$ cat src/rtl/cpu_alu_pkg.sv
// Shared definitions for the CPU multi-cycle ALU operations.
package cpu_alu_pkg;

  localparam int unsigned N = 16;

  typedef enum logic [1:0] {
    IDLE = 2'd0,
    CALC = 2'd1,
    DONE = 2'd2
  } div_state_e;

  localparam logic [N-1:0] DIV0_QUOTIENT = '1;

endpackage

$ cat src/rtl/div16_seq_if.sv
// Start/result handshake between the CPU control unit (master) and the divider (slave).
interface div16_seq_if #(parameter int unsigned N = cpu_alu_pkg::N) ();

  logic         start;
  logic [N-1:0] dividend;
  logic [N-1:0] divisor;
  logic         busy;
  logic         done;
  logic [N-1:0] quotient;
  logic [N-1:0] remainder;
  logic         div_by_zero;

  modport master (
    output start, dividend, divisor,
    input  busy, done, quotient, remainder, div_by_zero
  );

  modport slave (
    input  start, dividend, divisor,
    output busy, done, quotient, remainder, div_by_zero
  );

endinterface

$ cat src/rtl/sub_step.sv
// Combinational W-bit subtractor exposing the borrow-out, shared by multi-cycle ALU ops.
module sub_step #(
  parameter int unsigned W = 17
) (
  input  logic [W-1:0] a,
  input  logic [W-1:0] b,
  output logic [W-1:0] diff,
  output logic         borrow_out
);

  logic [W:0] full;

  assign full       = {1'b0, a} - {1'b0, b};
  assign diff       = full[W-1:0];
  assign borrow_out = full[W];

endmodule

$ cat src/rtl/div16_seq.sv
// Multi-cycle restoring divider, one quotient bit per cycle.
// Optional two's-complement operation under `define SIGNED_DIV_EN.
module div16_seq
  import cpu_alu_pkg::*;
#(
  parameter int unsigned N  = cpu_alu_pkg::N,
  parameter int unsigned CW = 5
) (
  input logic        clk,
  input logic        rst,
  div16_seq_if.slave bus
);

  localparam logic [1:0] S_IDLE = 2'(IDLE);
  localparam logic [1:0] S_CALC = 2'(CALC);
  localparam logic [1:0] S_DONE = 2'(DONE);

  logic [1:0]    state, state_nx;
  logic [CW-1:0] count, count_nx;
  logic [N-1:0]  q_sr, q_sr_nx;
  logic [N-1:0]  r_sr, r_sr_nx;
  logic [N-1:0]  d_r, d_r_nx;
  logic          busy_r, busy_nx;
  logic          done_r, done_nx;
  logic [N-1:0]  quot_r, quot_nx;
  logic [N-1:0]  rem_r, rem_nx;
  logic          dbz_r, dbz_nx;

  logic [N:0]    trial_a, trial_b, trial_diff;
  logic          trial_borrow;
  logic [N-1:0]  step_q, step_r;
  logic [N-1:0]  mag_a, mag_b, fin_q, fin_r;

  // One shift-subtract iteration: partial remainder with the next dividend bit minus divisor
  assign trial_a = {r_sr, q_sr[N-1]};
  assign trial_b = {1'b0, d_r};

  sub_step #(.W(N + 1)) u_step (
    .a          (trial_a),
    .b          (trial_b),
    .diff       (trial_diff),
    .borrow_out (trial_borrow)
  );

  assign step_q = {q_sr[N-2:0], ~trial_borrow};
  assign step_r = trial_borrow ? trial_a[N-1:0] : trial_diff[N-1:0];

`ifdef SIGNED_DIV_EN
  logic sign_q, sign_q_nx;
  logic sign_r, sign_r_nx;

  // -2^(N-1) negates to itself, which reads correctly as an unsigned magnitude
  assign mag_a = bus.dividend[N-1] ? (~bus.dividend + N'(1)) : bus.dividend;
  assign mag_b = bus.divisor[N-1]  ? (~bus.divisor  + N'(1)) : bus.divisor;
  assign fin_q = sign_q ? (~step_q + N'(1)) : step_q;
  assign fin_r = sign_r ? (~step_r + N'(1)) : step_r;
`else
  assign mag_a = bus.dividend;
  assign mag_b = bus.divisor;
  assign fin_q = step_q;
  assign fin_r = step_r;
`endif

  // Next-state and next-output logic
  always_comb begin
    state_nx = state;
    count_nx = count;
    q_sr_nx  = q_sr;
    r_sr_nx  = r_sr;
    d_r_nx   = d_r;
    busy_nx  = busy_r;
    done_nx  = 1'b0;
    quot_nx  = quot_r;
    rem_nx   = rem_r;
    dbz_nx   = dbz_r;
`ifdef SIGNED_DIV_EN
    sign_q_nx = sign_q;
    sign_r_nx = sign_r;
`endif
    case (state)
      S_CALC: begin
        q_sr_nx  = step_q;
        r_sr_nx  = step_r;
        count_nx = count + CW'(1);
        if (count == CW'(N - 1)) begin
          state_nx = S_DONE;
          busy_nx  = 1'b0;
          done_nx  = 1'b1;
          quot_nx  = fin_q;
          rem_nx   = fin_r;
          dbz_nx   = 1'b0;
        end
      end
      default: begin
        state_nx = S_IDLE;
        busy_nx  = 1'b0;
        if (bus.start) begin
          if (bus.divisor == '0) begin
            state_nx = S_DONE;
            done_nx  = 1'b1;
            quot_nx  = DIV0_QUOTIENT;
            rem_nx   = bus.dividend;
            dbz_nx   = 1'b1;
          end else begin
            state_nx = S_CALC;
            busy_nx  = 1'b1;
            count_nx = '0;
            q_sr_nx  = mag_a;
            r_sr_nx  = '0;
            d_r_nx   = mag_b;
`ifdef SIGNED_DIV_EN
            sign_q_nx = bus.dividend[N-1] ^ bus.divisor[N-1];
            sign_r_nx = bus.dividend[N-1];
`endif
          end
        end
      end
    endcase
  end

  always_ff @(posedge clk or posedge rst) begin
    if (rst) begin
      state  <= S_IDLE;
      count  <= '0;
      q_sr   <= '0;
      r_sr   <= '0;
      d_r    <= '0;
      busy_r <= 1'b0;
      done_r <= 1'b0;
      quot_r <= '0;
      rem_r  <= '0;
      dbz_r  <= 1'b0;
`ifdef SIGNED_DIV_EN
      sign_q <= 1'b0;
      sign_r <= 1'b0;
`endif
    end else begin
      state  <= state_nx;
      count  <= count_nx;
      q_sr   <= q_sr_nx;
      r_sr   <= r_sr_nx;
      d_r    <= d_r_nx;
      busy_r <= busy_nx;
      done_r <= done_nx;
      quot_r <= quot_nx;
      rem_r  <= rem_nx;
      dbz_r  <= dbz_nx;
`ifdef SIGNED_DIV_EN
      sign_q <= sign_q_nx;
      sign_r <= sign_r_nx;
`endif
    end
  end

  assign bus.busy        = busy_r;
  assign bus.done        = done_r;
  assign bus.quotient    = quot_r;
  assign bus.remainder   = rem_r;
  assign bus.div_by_zero = dbz_r;

endmodule

$ cat src/flat_wrapper.sv
// flat-port wrapper written by rule: the top's interface ports become plain ports
module div16_seq_flat import cpu_alu_pkg::*;
#(
  parameter int unsigned N  = cpu_alu_pkg::N,
  parameter int unsigned CW = 5
)
  (clk, rst, bus_start, bus_dividend, bus_divisor, bus_busy, bus_done, bus_quotient, bus_remainder, bus_div_by_zero);
  div16_seq_if #(.N(N)) bus_i ();
  input logic clk;
  input logic rst;
  input wire logic [$bits(bus_i.start)-1:0] bus_start;
  input wire logic [$bits(bus_i.dividend)-1:0] bus_dividend;
  input wire logic [$bits(bus_i.divisor)-1:0] bus_divisor;
  output wire logic [$bits(bus_i.busy)-1:0] bus_busy;
  output wire logic [$bits(bus_i.done)-1:0] bus_done;
  output wire logic [$bits(bus_i.quotient)-1:0] bus_quotient;
  output wire logic [$bits(bus_i.remainder)-1:0] bus_remainder;
  output wire logic [$bits(bus_i.div_by_zero)-1:0] bus_div_by_zero;
  assign bus_i.start = bus_start;
  assign bus_i.dividend = bus_dividend;
  assign bus_i.divisor = bus_divisor;
  assign bus_busy = bus_i.busy;
  assign bus_done = bus_i.done;
  assign bus_quotient = bus_i.quotient;
  assign bus_remainder = bus_i.remainder;
  assign bus_div_by_zero = bus_i.div_by_zero;
  div16_seq #(.N(N), .CW(CW)) u_core (.clk(clk), .rst(rst), .bus(bus_i));
endmodule
$ cat config.mk
export PLATFORM = sky130hd
export DESIGN_NAME = div16_seq_flat
export DESIGN_NICKNAME = d
export VERILOG_FILES = /design/src/rtl/cpu_alu_pkg.sv /design/src/rtl/div16_seq_if.sv /design/src/rtl/sub_step.sv /design/src/rtl/div16_seq.sv /design/src/flat_wrapper.sv
export SDC_FILE = /design/constraint.sdc
export NUM_CORES = 1
export LEC_CHECK = 0
export CAP_MARGIN = 25
export CORE_MARGIN = 2
export CORE_UTILIZATION = 45
export DETAILED_ROUTE_END_ITERATION = 8
export PLACE_DENSITY = 0.68
export SLEW_MARGIN = 20
export SYNTH_ARGS = -nofsm -noshare
export SYNTH_HDL_FRONTEND = slang
export SYNTH_SLANG_ARGS = --single-unit
$ cat constraint.sdc
create_clock -name clk -period 3.9 [get_ports clk]
set_clock_uncertainty 0.15 [all_clocks]
set_input_delay 0.585 -clock clk [delete_from_list [all_inputs] [get_ports clk]]
set_output_delay 0.585 -clock clk [all_outputs]
set_load 0.005 [all_outputs]
# Word-level counts from Yosys, hierarchy flattened
# Index checks and enable logic that the tools add are counted.
dict set report classes {
  n_mux 33
  addsub 2
  n_reduce_logical 6
  n_bitwise 3
  eq_ne 4
}
# op n
set op_table {}
lappend op_table {{$mux W16} 15}
lappend op_table {{$sub A17 B16 Y18} 1}
lappend op_table {{$logic_not A16 Y1} 1}
lappend op_table {{$mux W5} 3}
lappend op_table {{$mux W1} 11}
lappend op_table {{$mux W2} 4}
lappend op_table {{$reduce_and A3 Y1} 2}
lappend op_table {{$add A5 B1 Y5 const B} 1}
lappend op_table {{$eq A5 B4 Y1 const B} 1}
lappend op_table {{$reduce_bool A2 Y1} 2}
lappend op_table {{$not A1 Y1} 3}
lappend op_table {{$eq A2 B1 Y1 const B} 1}
lappend op_table {{$ne A2 B1 Y1 const B} 1}
lappend op_table {{$ne A2 B2 Y1 const B} 1}
lappend op_table {{$reduce_and A2 Y1} 1}
dict set report word_totals {
  inputBits 35
  register_bits 90
}

# Logic depth before layout (Yosys ltp)
# Gate-level depths: netlist of the first run.
dict set report logic_depth {
  ltp_word 4
  ltp_mapped 10
}

# Modules after synthesis
# Synthesis of the first run repeated with hierarchy kept, for this count alone.
dict set report hier_totals {
  hier_cells 443
  area_unflattened_um2 4675.7
}
# module n_inst cells_per_inst area_per_inst_um2
set by_module_without_submodules {}
lappend by_module_without_submodules {div16_seq 1 325 3827.4}
lappend by_module_without_submodules {sub_step 1 118 848.3}

# Least setup slack after synthesis of the first run
# Ideal clock, no wire load.
dict set report synth_timing {
  kind {register to register}
  start {register u_core.q_sr[15]}
  end {register u_core.r_sr[14]}
  setup_ps 136
  setup_slack_ps 1260
  required_ps 3614
  arrival_time_ps 2355
  path_stages_with_launch 11
  cell_sequence {dfrtp_1 > inv_1 > ha_1 > inv_1 > fa_1 > a21o_1 > a221oi_1 > o211ai_1 > a211o_1 > a31oi_1 > o21ai_0}
}
dict set report synth_between {
  elab_chain_cells 3
}
# item line_no
set synth_rtl {}
lappend synth_rtl {{start: declaration} div16_seq.sv:20} ;# logic [N-1:0] q_sr, q_sr_nx;
lappend synth_rtl {{start signal: assignment} div16_seq.sv:140} ;# q_sr <= q_sr_nx;
lappend synth_rtl {{$sub A17 B16 Y18} sub_step.sv:13} ;# assign full = {1'b0, a} - {1'b0, b};
lappend synth_rtl {{$mux W16} div16_seq.sv:46} ;# assign step_r = trial_borrow ? trial_a[N-1:0] : trial_diff[N-1:0];
lappend synth_rtl {{$mux W16} div16_seq.sv:80} ;# case (state)
lappend synth_rtl {{end signal: assignment} div16_seq.sv:141} ;# r_sr <= r_sr_nx;
lappend synth_rtl {{end: declaration} div16_seq.sv:21} ;# logic [N-1:0] r_sr, r_sr_nx;
# No other way between the ends.
# A chain may end at the register's enable or synchronous reset.

# Worst setup path in the final report of the first run
dict set report layout_timing {
  start {register u_core.q_sr[15]}
  end {register u_core.rem_r[14] (netlist: u_core.bus.remainder[14])}
}
dict set report layout_between {
  elab_chain_cells 4
}
# item line_no
set layout_rtl {}
lappend layout_rtl {{$sub A17 B16 Y18} sub_step.sv:13}
lappend layout_rtl {{$mux W16} div16_seq.sv:46}
lappend layout_rtl {{$mux W16} div16_seq.sv:85} ;# if (count == CW'(N - 1)) begin
lappend layout_rtl {{$mux W16} div16_seq.sv:80}
lappend layout_rtl {{end signal: assignment} div16_seq.sv:146} ;# rem_r <= rem_nx;
lappend layout_rtl {{end: declaration} div16_seq.sv:26} ;# logic [N-1:0] rem_r, rem_nx;
# No other way between the ends. The select of a mux whose other input is x is not followed.

==> impl_metrics.json, run 1 <==
{
  "ios": 70,
  "start_util_pct": 45.54,
  "layout.nets": 623,
  "cts.sinks": 89,
  "cts-resized-gates": 0,
  "num_vias": 3947,
  "startpoint_type": "register",
  "min_period_ns": 3.055,
  "synth_area_leaders": "dfrtp_1 48%, nand2_1 6.2%, ha_1 4.9%",
  "synth_area_leader_cell": "dfrtp_1",
  "p_per_area_nw_per_um2": 955.7,
  "status": "complete, no violations",
  "wl_um": 11480,
  "design.die.area_um2": 11140,
  "drv_cap": 0,
  "endpoint_kind": "register",
  "met2_usage_pct": 35.12,
  "insertedDiodeCount": 0,
  "async_flop_share_pct": 100.0,
  "reg2reg_from": "u_core.q_sr[15]$_DFFE_PP0P_",
  "drt_iter0_drc": 219,
  "vias_per_cell": 5.559,
  "htreeDepth": 3,
  "yosysSeqAreaShare_pct": 48.02,
  "cts_tree": "yes",
  "fin_area_um2": 5683,
  "setup_viol": 0,
  "die_y_um": 105.5,
  "yosys_most_used_dff": "dfrtp_1",
  "synth.avg_cell_area_um2": 9.148,
  "synth_top_area_share_pct": 48.02,
  "worstSetupPathType": "reg -> reg",
  "grt_usage_pct": 21.84,
  "wl_per_cell_um": 16.17,
  "std_cell_rows": 37,
  "rsz0062_at_grt": "no",
  "synth_area_um2": 4638,
  "regArea_um2": 2227,
  "grt_pass1_vias": 3887,
  "cts_root_buffer": "clkbuf_8",
  "critPathMaxFanout": 5,
  "grt_max_degree": 63,
  "hold_class": "reg -> reg",
  "tightest_slew_ns": 0.7561,
  "max_freq_mhz": 327.4,
  "final_common_cell": "dfrtp_1",
  "use_met3_pct": 2.288,
  "drcViolationCount": 0,
  "synth-seq-cells": 89,
  "required_ns": 4.02,
  "yosysWarnings": 0,
  "synth_cell_types": 62,
  "busiest_layer": "met2",
  "clockBufferDepth": 2,
  "holdBufCountCts": 0,
  "drive_gt1_share_pct": 7.317,
  "grt_pass1_wl_um": 19520,
  "die_x_um": 105.5,
  "coreArea_um2": 10180,
  "hold_violations": 0,
  "first_pass_iters": 5,
  "peakVddDrop_mv": 0.3827,
  "max_slew_margin_pct": 49.59,
  "maxSlewViolCount": 0,
  "fin_crit_sh_pct": 78.32,
  "insertion_delay_ns": 0.36,
  "startpoint": "u_core.q_sr[15]$_DFFE_PP0P_",
  "portBuffers": 69,
  "area_growth_pct": 22.52,
  "fillers": 951,
  "syn_inst": 507,
  "hp-start": "u_core.count[4]$_DFFE_PP0P_",
  "path_clk_slew_ns": 0.10,
  "placed_area_um2": 5483,
  "antenna_left": 0,
  "synth_nets": 561,
  "grt_util_met1_pct": 31.58,
  "multi_input_area_um2": 2218,
  "fin_tns_setup_ns": 0,
  "arrival_ns": 3.17,
  "dpl.hpwl_um": 8486,
  "postCtsSetupBuffers": 0,
  "place.gp.congestion": 0.9047,
  "antenna_found_initial": 0,
  "synth-edff-count": 0,
  "static-leakage-power_nw": 2.451,
  "final_cell_mix": "89 x dfrtp_1, 76 x nand2_1, 69 x clkdlybuf4s50_1",
  "rrSetupSlack_ns": 0.85,
  "grt_overflow": 0,
  "cts_inserted_buffers": 9
}
-- worst max-delay path, stage by stage (launching register included) --
cell	delay [ns]
dfrtp_1	0.39
inv_1	0.08
ha_1	0.16
inv_1	0.05
fa_1	0.39
a21o_1	0.19
a221oi_1	0.66
o21ai_0	0.29
o221ai_1	0.22
a31oi_1	0.13
a211oi_1	0.24
-- synthesized netlist by cell type, drive strengths merged, types with 3 or more instances --
cell / number
a31oi: 19
o21a: 6
a32oi: 4
mux2: 3
buf: 6
o31ai: 5
xor2: 4
a21o: 9
nand2: 76
clkbuf: 20
o21ai: 43
and2: 4
a211oi: 5
nor2: 53
nor4: 5
dfrtp: 89
ha: 18
mux2i: 7
o22ai: 8
nor3: 9
a21oi: 39
xnor2: 4
or2: 3
inv: 24
nand3b: 3
and3: 5
-- logic make-up after synthesis --
| kind of cell | after synthesis | synth area share (%) |
|---|---|---|
| xor+xnor | 8 | 1.511 |
| compound gates | 161 | 22.50 |
| simple gates | 170 | 16.00 |
| fa+ha+maj | 19 | 5.287 |
| flops | 89 | 48.02 |
| buf+inv | 50 | 4.370 |
| mux | 10 | 2.320 |
-- area by class of cell --
cell class | instances | area share, %
sequential | 89 | 39.19
multi-input combinational | 368 | 39.04
timing repair buffer | 77 | 13.65
tap | 136 | 2.994
clock buffer | 9 | 2.180
inverter | 24 | 1.607
clock inverter | 7 | 1.343
-- metal layers --
layer | wire length, um | part of all wire (%)
met4 | 146 | 1.3
met3 | 325 | 2.8
met5 | 0 | 0
met1 | 5538 | 48
met2 | 5473 | 48
-- worst paths after layout --
| path | end | cells after the start |
|---|---|---|
| setup / recovery | u_core.bus.remainder[14]$_DFFE_PP0P_ | 10 |
| hold / removal | u_core.count[4]$_DFFE_PP0P_ | 2 |
| setup reg to reg | u_core.bus.remainder[14]$_DFFE_PP0P_ | 10 |
| hold reg to reg | u_core.count[4]$_DFFE_PP0P_ | 2 |
| max in group asynchronous | u_core.d_r[0]$_DFFE_PP0P_ | 3 |
| min in group asynchronous | u_core.q_sr[12]$_DFFE_PP0P_ | 2 |
-- stage by stage --
stage          setup slack, ns  total power [mW]  util (%)  hold WS [ns]  instances
6_report                0.8455             5.431     55.80        0.3568        710
5_1_grt                 0.5939             5.906     55.80        0.3910        710
3_3_place_gp            0.6984             4.736     53.78        0.3138        694
3_5_place_dp            0.7079             4.786     53.83        0.3381        694
2_1_floorplan           0.8581             3.830         -        0.2998        507
4_1_cts                 0.8370             5.447     55.80        0.3508        710
-- power breakdown --
part | switching, mW | total, mW | internal, mW
sequential | 0.269 | 1.63 | 1.36
clock | 0.388 | 0.645 | 0.257
combinational | 1.74 | 3.16 | 1.42
-- registers in the layout, indices dropped and copies added (netlist names) --
name and count:
u_core.q_sr 16, u_core.bus.done 1, u_core.state 2, u_core.bus.div_by_zero 1, u_core.bus.quotient 16, u_core.d_r 16
u_core.bus.remainder 16, u_core.r_sr 16, u_core.count 5
Note: power is estimated with default switching activity, not from simulation.
==> run 2, diff against run 1 <==
- PLACE_DENSITY: 0.68 -> 0.71
- clock period: 3.9 -> 2.5 ns (I/O delays scaled with it)
==> impl_metrics.json, run 2 (synthesis gave the netlist of run 1 again) <==
{
  "cts_root_buffer": "clkbuf_8",
  "path_cells": "inv_2, ha_4, and3b_1, o211a_1, o32a_4, a21o_4, mux2_4, o22ai_2",
  "num_vias": 4364,
  "vias_per_cell": 5.624,
  "max_slew_margin_pct": 58.97,
  "startpoint_type": "register",
  "die_y_um": 105.5,
  "drive_gt1_share_pct": 22.50,
  "cp-endpoint": "u_core.bus.remainder[7]$_DFFE_PP0P_",
  "swShare_pct": 42.68,
  "first_pass_iters": 5,
  "preCtsSetupSlack_ns": -0.1811,
  "cp_slowest_stage_delay_ns": 0.44,
  "hold_violations": 0,
  "rsz0062_at_grt": "yes",
  "dpl.hpwl_um": 8930,
  "antenna_found_initial": 0,
  "grt_usage_pct": 23.31,
  "portBuffers": 69,
  "hold_ws_ns": 0.3051,
  "antenna_left": 0,
  "hold_class": "in -> async",
  "rrSetupSlack_ns": -0.06,
  "max_freq_mhz": 390.3,
  "worstSetupPathType": "reg -> reg",
  "critPathMaxFanout": 7,
  "fin_crit_sh_pct": 102.5,
  "clockBufferDepth": 2,
  "peakVddDrop_mv": 0.8118,
  "setup_viol": 10,
  "fin_tns_setup_ns": -0.3347,
  "coreArea_um2": 10180,
  "p_total_mw": 10.47,
  "p_per_area_nw_per_um2": 1613,
  "path_clk_slew_ns": 0.10,
  "grt_pass1_vias": 4311,
  "layout.nets": 689,
  "min_period_ns": 2.562,
  "maxSlewViolCount": 0,
  "use_met3_pct": 4.762,
  "endpoint_kind": "register",
  "die_x_um": 105.5,
  "area_growth_pct": 39.98,
  "arrival_ns": 2.71,
  "design.die.area_um2": 11140,
  "cts.sinks": 89,
  "cts_inserted_buffers": 9,
  "final_common_cell": "dfrtp_1",
  "static-leakage-power_nw": 2.785,
  "grt_pass1_wl_um": 20790,
  "status": "finished, violations left",
  "rr_worst_depth": 8,
  "cp_slowest_cell": "o32a_4",
  "p_sw_mw": 4.469,
  "tightest_slew_ns": 0.6154,
  "cts_tree": "yes",
  "place.gp.congestion": 0.8986,
  "htreeDepth": 3,
  "met2_usage_pct": 39.03,
  "start_util_pct": 45.54,
  "insertedDiodeCount": 0,
  "pwr-share-seq_pct": 24.5,
  "grt_util_met1_pct": 30.14,
  "grt_overflow": 0,
  "reg2reg_from": "u_core.d_r[2]$_DFFE_PP0P_",
  "clkPwrFrac_pct": 9.3,
  "drcViolationCount": 0,
  "ios": 70,
  "drv_cap": 0,
  "startpoint": "u_core.d_r[2]$_DFFE_PP0P_",
  "worst_slack_ns": -0.06237,
  "required_ns": 2.65,
  "insertion_delay_ns": 0.38,
  "failed_checks": "setup timing",
  "internal_power_mw": 6.003,
  "comb_power_share_pct": 66.1,
  "grt_max_degree": 90,
  "drt_iter0_drc": 308,
  "r2r-end": "u_core.bus.remainder[7]$_DFFE_PP0P_",
  "final_cell_mix": "89 x dfrtp_1, 76 x nand2_1, 69 x clkdlybuf4s50_1",
  "std_cell_rows": 37,
  "busiest_layer": "met2",
  "wl_per_cell_um": 16.64,
  "wl_um": 12910
}
[run 2: cell count changes in the layout (fill, tap and decap cells not counted), moves of 7 or more]
cell	change
inv_1	-7
ha_1	-7
buf_4	+57
ha_4	+7
inv_2	+7
[run 2: how the worst min path moves through the flow]
stage	startpoint	endpoint	slack [ns]	cells after the start
final	rst	u_core.bus.quotient[12]$_DFFE_PP0P_	0.31	3
after global routing	rst	u_core.bus.quotient[12]$_DFFE_PP0P_	0.33	3
after CTS	rst	u_core.bus.quotient[13]$_DFFE_PP0P_	0.35	3
after detailed placement	u_core.bus.div_by_zero$_DFFE_PP0P_	u_core.bus.div_by_zero$_DFFE_PP0P_	0.33	2
after global placement	u_core.bus.div_by_zero$_DFFE_PP0P_	u_core.bus.div_by_zero$_DFFE_PP0P_	0.31	2
after floorplan	u_core.count[4]$_DFFE_PP0P_	u_core.count[4]$_DFFE_PP0P_	0.30	2
[run 2: power groups by stage]
stage          combinational, mW  sequential, mW  clock [mW]
2_1_floorplan               3.58            2.46           0
3_3_place_gp                5.51            2.52           0
3_5_place_dp                5.64            2.55           0
4_1_cts                     6.02            2.53       0.985
5_1_grt                     7.55            2.64        1.06
6_report                    6.93            2.57       0.976
[run 2: metrics by stage]
step | cell area, um^2 | util [%] | std cells
after detailed placement | 5956 | 58.48 | 746
after global placement | 5956 | 58.48 | 746
final | 6492 | 63.75 | 776
after global routing | 6492 | 63.75 | 776
after CTS | 6262 | 61.49 | 769
after floorplan | 4664 | - | 507
[run 2: what timing repair did]
item | in CTS | in global routing
endpoints found under the hold margin | 0 | 0
pin swaps | 14 | 14
resized for setup | 20 | 33
buffers inserted | 6 | 9
gates cloned | 1 | 0
hold buffers | 0 | 0
setup endpoints to repair | 26 | 29
[run 2: final cells by class]
type,count,area (um^2)
Fill cell,806,3692
Multi-Input combinational cell,369,2477
Sequential cell,89,2227
Timing Repair Buffer,142,1338
Tap cell,136,170.2
Clock buffer,9,123.9
Inverter,24,93.84
Clock inverter,7,62.56
[run 2: worst max-delay path, delay by kind of cell (launching register included)]
kind	cells	cell delay (ns)
simple gates	1	0.20
compound gates	4	1.13
buf+inv	1	0.09
mux	1	0.33
flops	1	0.38
fa+ha+maj	1	0.21
[run 2: per-layer routing]
layer | wire length [um] | vias up
met5 | 0 | -
met4 | 391 | 0
met3 | 583 | 36
met2 | 6544 | 143
met1 | 5391 | 2118
li1 | - | 2067
==> run 3, diff against run 2 <==
- PLACE_DENSITY: 0.71 -> 0.69
==> impl_metrics.json, run 3 (synthesis gave the netlist of run 1 again) <==
{
  "hold_ws_ns": 0.2111,
  "first_pass_iters": 4,
  "rsz0062_at_grt": "yes",
  "drive_gt1_share_pct": 24.92,
  "hold_class": "in -> async",
  "cts.sinks": 89,
  "path_cells": "ha_4, and2_4, a32o_2, o32a_4, a21o_4, buf_12, mux2i_4, a211oi_2",
  "hold_violations": 0,
  "grt_pass1_vias": 4517,
  "swShare_pct": 42.38,
  "cp_slowest_cell": "dfrtp_1",
  "setup_viol": 9,
  "grt_overflow": 0,
  "clkPwrFrac_pct": 8.8,
  "r2r-end": "u_core.bus.remainder[8]$_DFFE_PP0P_",
  "fin_area_um2": 6664,
  "area_growth_pct": 43.67,
  "place.gp.congestion": 0.8926,
  "cts_root_buffer": "clkbuf_8",
  "antenna_found_initial": 0,
  "internal_power_mw": 6.328,
  "final_cells": 790,
  "cp_slowest_stage_delay_ns": 0.44,
  "worstSetupPathType": "reg -> reg",
  "p_per_area_nw_per_um2": 1648,
  "path_depth": 8,
  "static-leakage-power_nw": 2.873,
  "crit_family": "compound AO/OA/AOI/OAI gates",
  "dpl.hpwl_um": 9744,
  "maxSlewViolCount": 0,
  "grt_pass1_wl_um": 22120,
  "fin_tns_setup_ns": -0.1186,
  "pwr-share-seq_pct": 23.3,
  "worst_slack_ns": -0.03614,
  "max_slew_margin_pct": 56.85,
  "peakVddDrop_mv": 1.023,
  "insertion_delay_ns": 0.37,
  "num_vias": 4366,
  "grt_max_degree": 63,
  "final_cell_mix": "89 x dfrtp_1, 78 x buf_4, 76 x nand2_1",
  "max_freq_mhz": 394.3,
  "ios": 70,
  "final_common_cell": "dfrtp_1",
  "post-place-cells": 760,
  "vias_per_cell": 5.527,
  "p_sw_mw": 4.655,
  "status": "finished, violations left",
  "placed_area_um2": 6073,
  "grt_usage_pct": 24.98,
  "coreArea_um2": 10180,
  "start_util_pct": 45.54,
  "wl_um": 13550,
  "path_clk_slew_ns": 0.10,
  "comb_power_share_pct": 67.9,
  "drt_iter0_drc": 263,
  "rrSetupSlack_ns": -0.04,
  "p_total_mw": 10.98,
  "critPathMaxFanout": 7,
  "fin_crit_sh_pct": 101.4,
  "arrival_ns": 2.68,
  "die_y_um": 105.5,
  "drv_cap": 0,
  "std_cell_rows": 37,
  "layout.nets": 703,
  "htreeDepth": 3,
  "fin_util_pct": 65.43,
  "preCtsSetupSlack_ns": -0.1364,
  "design.die.area_um2": 11140,
  "crit_buf_inv": 1,
  "antenna_left": 0,
  "rr_worst_depth": 8,
  "cts_inserted_buffers": 9,
  "reg2reg_from": "u_core.r_sr[5]$_DFFE_PP0P_",
  "failed_checks": "setup timing",
  "tightest_slew_ns": 0.6473,
  "required_ns": 2.65,
  "startpoint_type": "register",
  "endpoint_kind": "register",
  "die_x_um": 105.5,
  "insertedDiodeCount": 0,
  "wl_per_cell_um": 17.16,
  "drcViolationCount": 0,
  "min_period_ns": 2.536,
  "clockBufferDepth": 2,
  "portBuffers": 69,
  "cts_tree": "yes"
}
==> run 3: changes by cell type in the layout (fill, tap and decap cells not counted), moves of 3 or more <==
cell / delta
o21ai_1: +6
a211oi_1: -3
buf_4: +15
a211oi_2: +3
o21ai_0: -4
==> run 3: worst reg2reg max path, stage by stage (launching register included) <==
cell and delay (ns):
dfrtp_1 0.44, ha_4 0.25, and2_4 0.16, a32o_2 0.28, o32a_4 0.40, a21o_4 0.26, buf_12 0.17, mux2i_4 0.19
a211oi_2 0.17
==> run 3: layer usage <==
layer	wire [um]	global-route usage, %	up-vias
met5	0	0	-
met4	431	11.09	0
met3	446	2.845	27
met2	6838	42.72	105
met1	5838	31.95	2151
li1	-	-	2083
==> run 3: power groups by stage <==
| stage | logic (mW) | registers [mW] | clock network [mW] |
|---|---|---|---|
| 2_1_floorplan | 3.58 | 2.46 | 0 |
| 3_3_place_gp | 5.83 | 2.52 | 0 |
| 3_5_place_dp | 5.96 | 2.54 | 0 |
| 4_1_cts | 6.90 | 2.54 | 0.987 |
| 5_1_grt | 8.06 | 2.62 | 1.04 |
| 6_report | 7.45 | 2.56 | 0.967 |
==> run 3: layout make-up <==
| type | count | area (um^2) |
|---|---|---|
| fillers | 848 | 3521 |
| clock inverters | 6 | 50.05 |
| flip-flops and latches | 89 | 2227 |
| clock buffers | 10 | 137.6 |
| well taps | 136 | 170.2 |
| repair buffers | 157 | 1468 |
| multi-input cells | 368 | 2517 |
| inverters | 24 | 93.84 |
==> run 3: worst max path at each step <==
| stage | endpoint | startpoint |
|---|---|---|
| 5_1_grt | u_core.r_sr[12]$_DFFE_PP0P_ | u_core.q_sr[15]$_DFFE_PP0P_ |
| 6_report | u_core.bus.remainder[8]$_DFFE_PP0P_ | u_core.r_sr[5]$_DFFE_PP0P_ |
| 3_3_place_gp | u_core.bus.quotient[4]$_DFFE_PP0P_ | bus_divisor[0] |
| 4_1_cts | u_core.bus.remainder[8]$_DFFE_PP0P_ | u_core.d_r[4]$_DFFE_PP0P_ |
| 2_1_floorplan | u_core.bus.remainder[10]$_DFFE_PP0P_ | u_core.r_sr[5]$_DFFE_PP0P_ |
| 3_5_place_dp | u_core.r_sr[14]$_DFFE_PP0P_ | u_core.q_sr[15]$_DFFE_PP0P_ |
==> run 3: what timing repair did <==
item / 4_1_cts / 5_1_grt
resized for setup: 41 / 25
hold buffers: 0 / 0
pin swaps: 14 / 15
buffers inserted: 13 / 1
endpoints found under the setup margin: 26 / 32
==> edit 1, RTL diff (flow settings as in run 3) <==
`q_sr`, `r_sr` and `d_r` no longer have a reset.
--- a/src/rtl/div16_seq.sv
+++ b/src/rtl/div16_seq.sv
@@ -124,5 +124,2 @@
       count  <= '0;
-      q_sr   <= '0;
-      r_sr   <= '0;
-      d_r    <= '0;
       busy_r <= 1'b0;
@@ -139,5 +136,2 @@
       count  <= count_nx;
-      q_sr   <= q_sr_nx;
-      r_sr   <= r_sr_nx;
-      d_r    <= d_r_nx;
       busy_r <= busy_nx;
@@ -154,2 +148,8 @@
 
+  always_ff @(posedge clk) begin
+    q_sr <= q_sr_nx;
+    r_sr <= r_sr_nx;
+    d_r  <= d_r_nx;
+  end
+
   assign bus.busy        = busy_r;
Check against the original RTL: no difference found for any inputs over 10 cycles, from zero or initial values and one cycle with rst high; that may be too few to reach the edited logic, so the function may still have changed.
==> edit 1 against run 3 <==
The run still ends with negative setup slack left. Worst hold slack improved by 0.073 ns. Total power decreased by 14%. Via count decreased by 0.87%. Area after synthesis increased by 1.3%. Sequential cell count unchanged. Cell area increased by 2.9%. Setup slack got worse by 0.18 ns. Routed wire length decreased by 1.5%. Critical path type unchanged.
==> edit 1: results (changes against run 3) <==
[finish]
seq_share_pct=35.99  ; +2.6 points
multi_input_area_share_pct=34.32  ; -3.5 points
nNetsFinal=699  ; -0.57%
clk_share_pct=2.536  ; -0.28 points
n_fill_cell=805  ; -5.1%

[timing]
setup_viol=31  ; +22
setup_ws_ns=-0.2171  ; -0.1810 ns
setup_tns_ns=-4.327  ; -4.208 ns

[power]
irDropWorstVdd_uv=669.1  ; -35%
total_leakage_power_uw=0.002931  ; +2.0%

[routing]
wl_met1_mm=5.706  ; -2.3%
wl_met3_um=615  ; +38%
drtIter0Drc=257  ; -2.3%

[yosys]
yosys.area_share.xor_xnor_pct=1.305  ; -0.21 points
syn_avg_cell_area_um2=9.788  ; +7.0%
synthesis.nets=534  ; -4.8%
yosys-top-cells-area=edfxtp_1, dfrtp_1, nand2_1
yosysSeqAreaShare_pct=52.52  ; +4.5 points

[place]
placed_cells=755  ; -0.66%
dp_hpwl_mm=9.464  ; -2.9%

[clock_tree]
ctsResizeCount=23  ; -44%

[status]
violations=negative setup slack
status=finished with violations

[global_routing]
grt_pass1_vias=4237  ; -6.2%
grt_first_pass_wirelength_mm=21.16  ; -4.4%

[edit 1: worst max-delay path by stage]
stage                                    end  slack, ns  cells after the start
finish              u_core.bus.remainder[11]      -0.22                     10
floorplan                     u_core.r_sr[8]      -0.18                      9
CTS                          u_core.r_sr[15]      -0.20                      7
global route         u_core.bus.remainder[5]      -0.32                      9
global placement             u_core.r_sr[11]      -0.29                      8
detailed placement           u_core.r_sr[11]      -0.34                      8
[edit 1: metal layers]
layer | global-route usage (%) | vias to the layer above
met3 | 2.698 | 23
li1 | - | 2060
met1 | 31.84 | 2099
met4 | 10.06 | 0
met5 | 0 | -
met2 | 40.66 | 146
[edit 1: worst reg2reg max path, cell delays in order (launching register included)]
cell,delay (ns)
edfxtp_1,0.45
ha_4,0.32
nand4_1,0.11
or4b_4,0.51
a211oi_2,0.19
buf_4,0.16
nor3_4,0.05
buf_6,0.14
buf_6,0.11
a211o_1,0.27
a31oi_2,0.16
==> edit 2, RTL diff (flow settings as in run 3) <==
Made on the original files. `CW` is set to 5 in 2 places; all go to 4.
--- a/src/rtl/div16_seq.sv
+++ b/src/rtl/div16_seq.sv
@@ -6,3 +6,3 @@
   parameter int unsigned N  = cpu_alu_pkg::N,
-  parameter int unsigned CW = 5
+  parameter int unsigned CW = 4
 ) (
--- a/src/flat_wrapper.sv
+++ b/src/flat_wrapper.sv
@@ -4,3 +4,3 @@
   parameter int unsigned N  = cpu_alu_pkg::N,
-  parameter int unsigned CW = 5
+  parameter int unsigned CW = 4
 )
Formal check against the unedited RTL: no difference found for any inputs over 10 cycles, from zero or initial values and one cycle with rst high; that may be too few to reach the edited logic, so the function may still have changed.
==> edit 2 against run 3 <==
Worst hold slack better by 0.0064 ns. Cell area down 0.94%. Total power about the same. Sequential power is 5% higher. Synthesized cell count up 9.3%. Sequential cell count fell by 1. Setup slack improved by 0.047 ns. Non-clock buffer count is 24 lower. Routed wire length rose by 2.6%. Count of clock-buffer cells in the layout rose by 2. Area after synthesis increased by 8.3%. Largest cell class unchanged. Highest routed layer unchanged.
==> edit 2: results (changes against run 3) <==
[status]
status=finished clean

[finish]
clk_share_pct=3.355  ; +0.54 points
multi_input_area_um2=2678  ; +6.4%
n_fill_cell=926  ; +9.2%
nNetsFinal=712  ; +1.3%
buffer_area_share_pct=18.56  ; -3.5 points
nFlopsAndLatches=88  ; -1.1%
n_all_buffers=133  ; -15%
antenna_cells=1  ; +1

[routing]
vias_per_cell=5.708  ; +3.3%
dr_wl_met2_mm=6.698  ; -2.0%
detail_route.first_pass.iterations=5  ; +1
wl_met3_um=569  ; +28%
wl_met1_mm=6.320  ; +8.3%
drtIter0Drc=334  ; +27%

[global_routing]
groute.layer.met1.usage_pct=32.84  ; +0.89 points
track_usage_pct=24.14  ; -0.85 points
grt_pass1_vias=4534  ; +0.38%
antenna_found_initial=1  ; +1
grt_use_met3_pct=3.912  ; +1.1 points
met2_usage_pct=38.01  ; -4.7 points
grt_first_pass_wirelength_mm=22.27  ; +0.69%

[place]
place_congestion=0.8991  ; +0.73%

[power]
irDropWorstVdd_uv=794.2  ; -22%
total_leakage_power_uw=0.002890  ; +0.60%
comb_power_uw=7150  ; -4.0%
internal_power_uw=6169  ; -2.5%
p_clk_share_pct=10.3  ; +1.5 points

[setup_path]
crit_start=u_core.q_sr[15]
r2r_setup_slack_ns=0.01  ; +0.05 ns
path_max_fanout=6  ; -1

[clock_tree]
post_cts_buffers=0  ; -13
ctsResizeCount=2  ; -95%
clock_latency_ns=0.39  ; +0.02 ns

[yosys]
synth_commonest_cells=dfrtp_1, nand2_1, o21ai_0
yosysUniqueCellTypes=63  ; +1.6%
yosysSeqAreaShare_pct=43.84  ; -4.2 points
synth_compound_area_share_pct=21.82  ; -0.68 points

-- edit 2: cell count changes after synthesis, moves of 7 or more --
cell	run 3	this run
a21oi_1	39	28
nor2_1	52	23
o211ai_1	2	15
nand3_1	2	25
nand4_1	2	17
o21ai_0	40	57
mux2i_1	7	18
and3_1	4	12
a31oi_1	19	6
o22ai_1	7	0
-- edit 2: stage by stage --
step           cells  util, %  hold WS, ns  setup slack (ns)  instance area (um^2)
2_1_floorplan    554        -       0.3085           0.08973                  5027
3_3_place_gp     786    57.14       0.3310           -0.2062                  6221
3_5_place_dp     786    57.14       0.3340           -0.2187                  6221
4_1_cts          802    59.24       0.2333          0.005986                  6450
5_1_grt          804    60.61       0.2688           -0.1429                  6599
6_report         805    60.63       0.2175           0.01073                  6601
-- edit 2: worst reg2reg max path, delay by kind of cell (launching register included) --
kind | cells | cell delay (ns)
buffers and inverters | 3 | 0.28
and+or+nand+nor | 1 | 0.07
AOI/OAI and AO/OA | 5 | 1.04
adders and majority gates | 2 | 0.49
DFF | 1 | 0.39
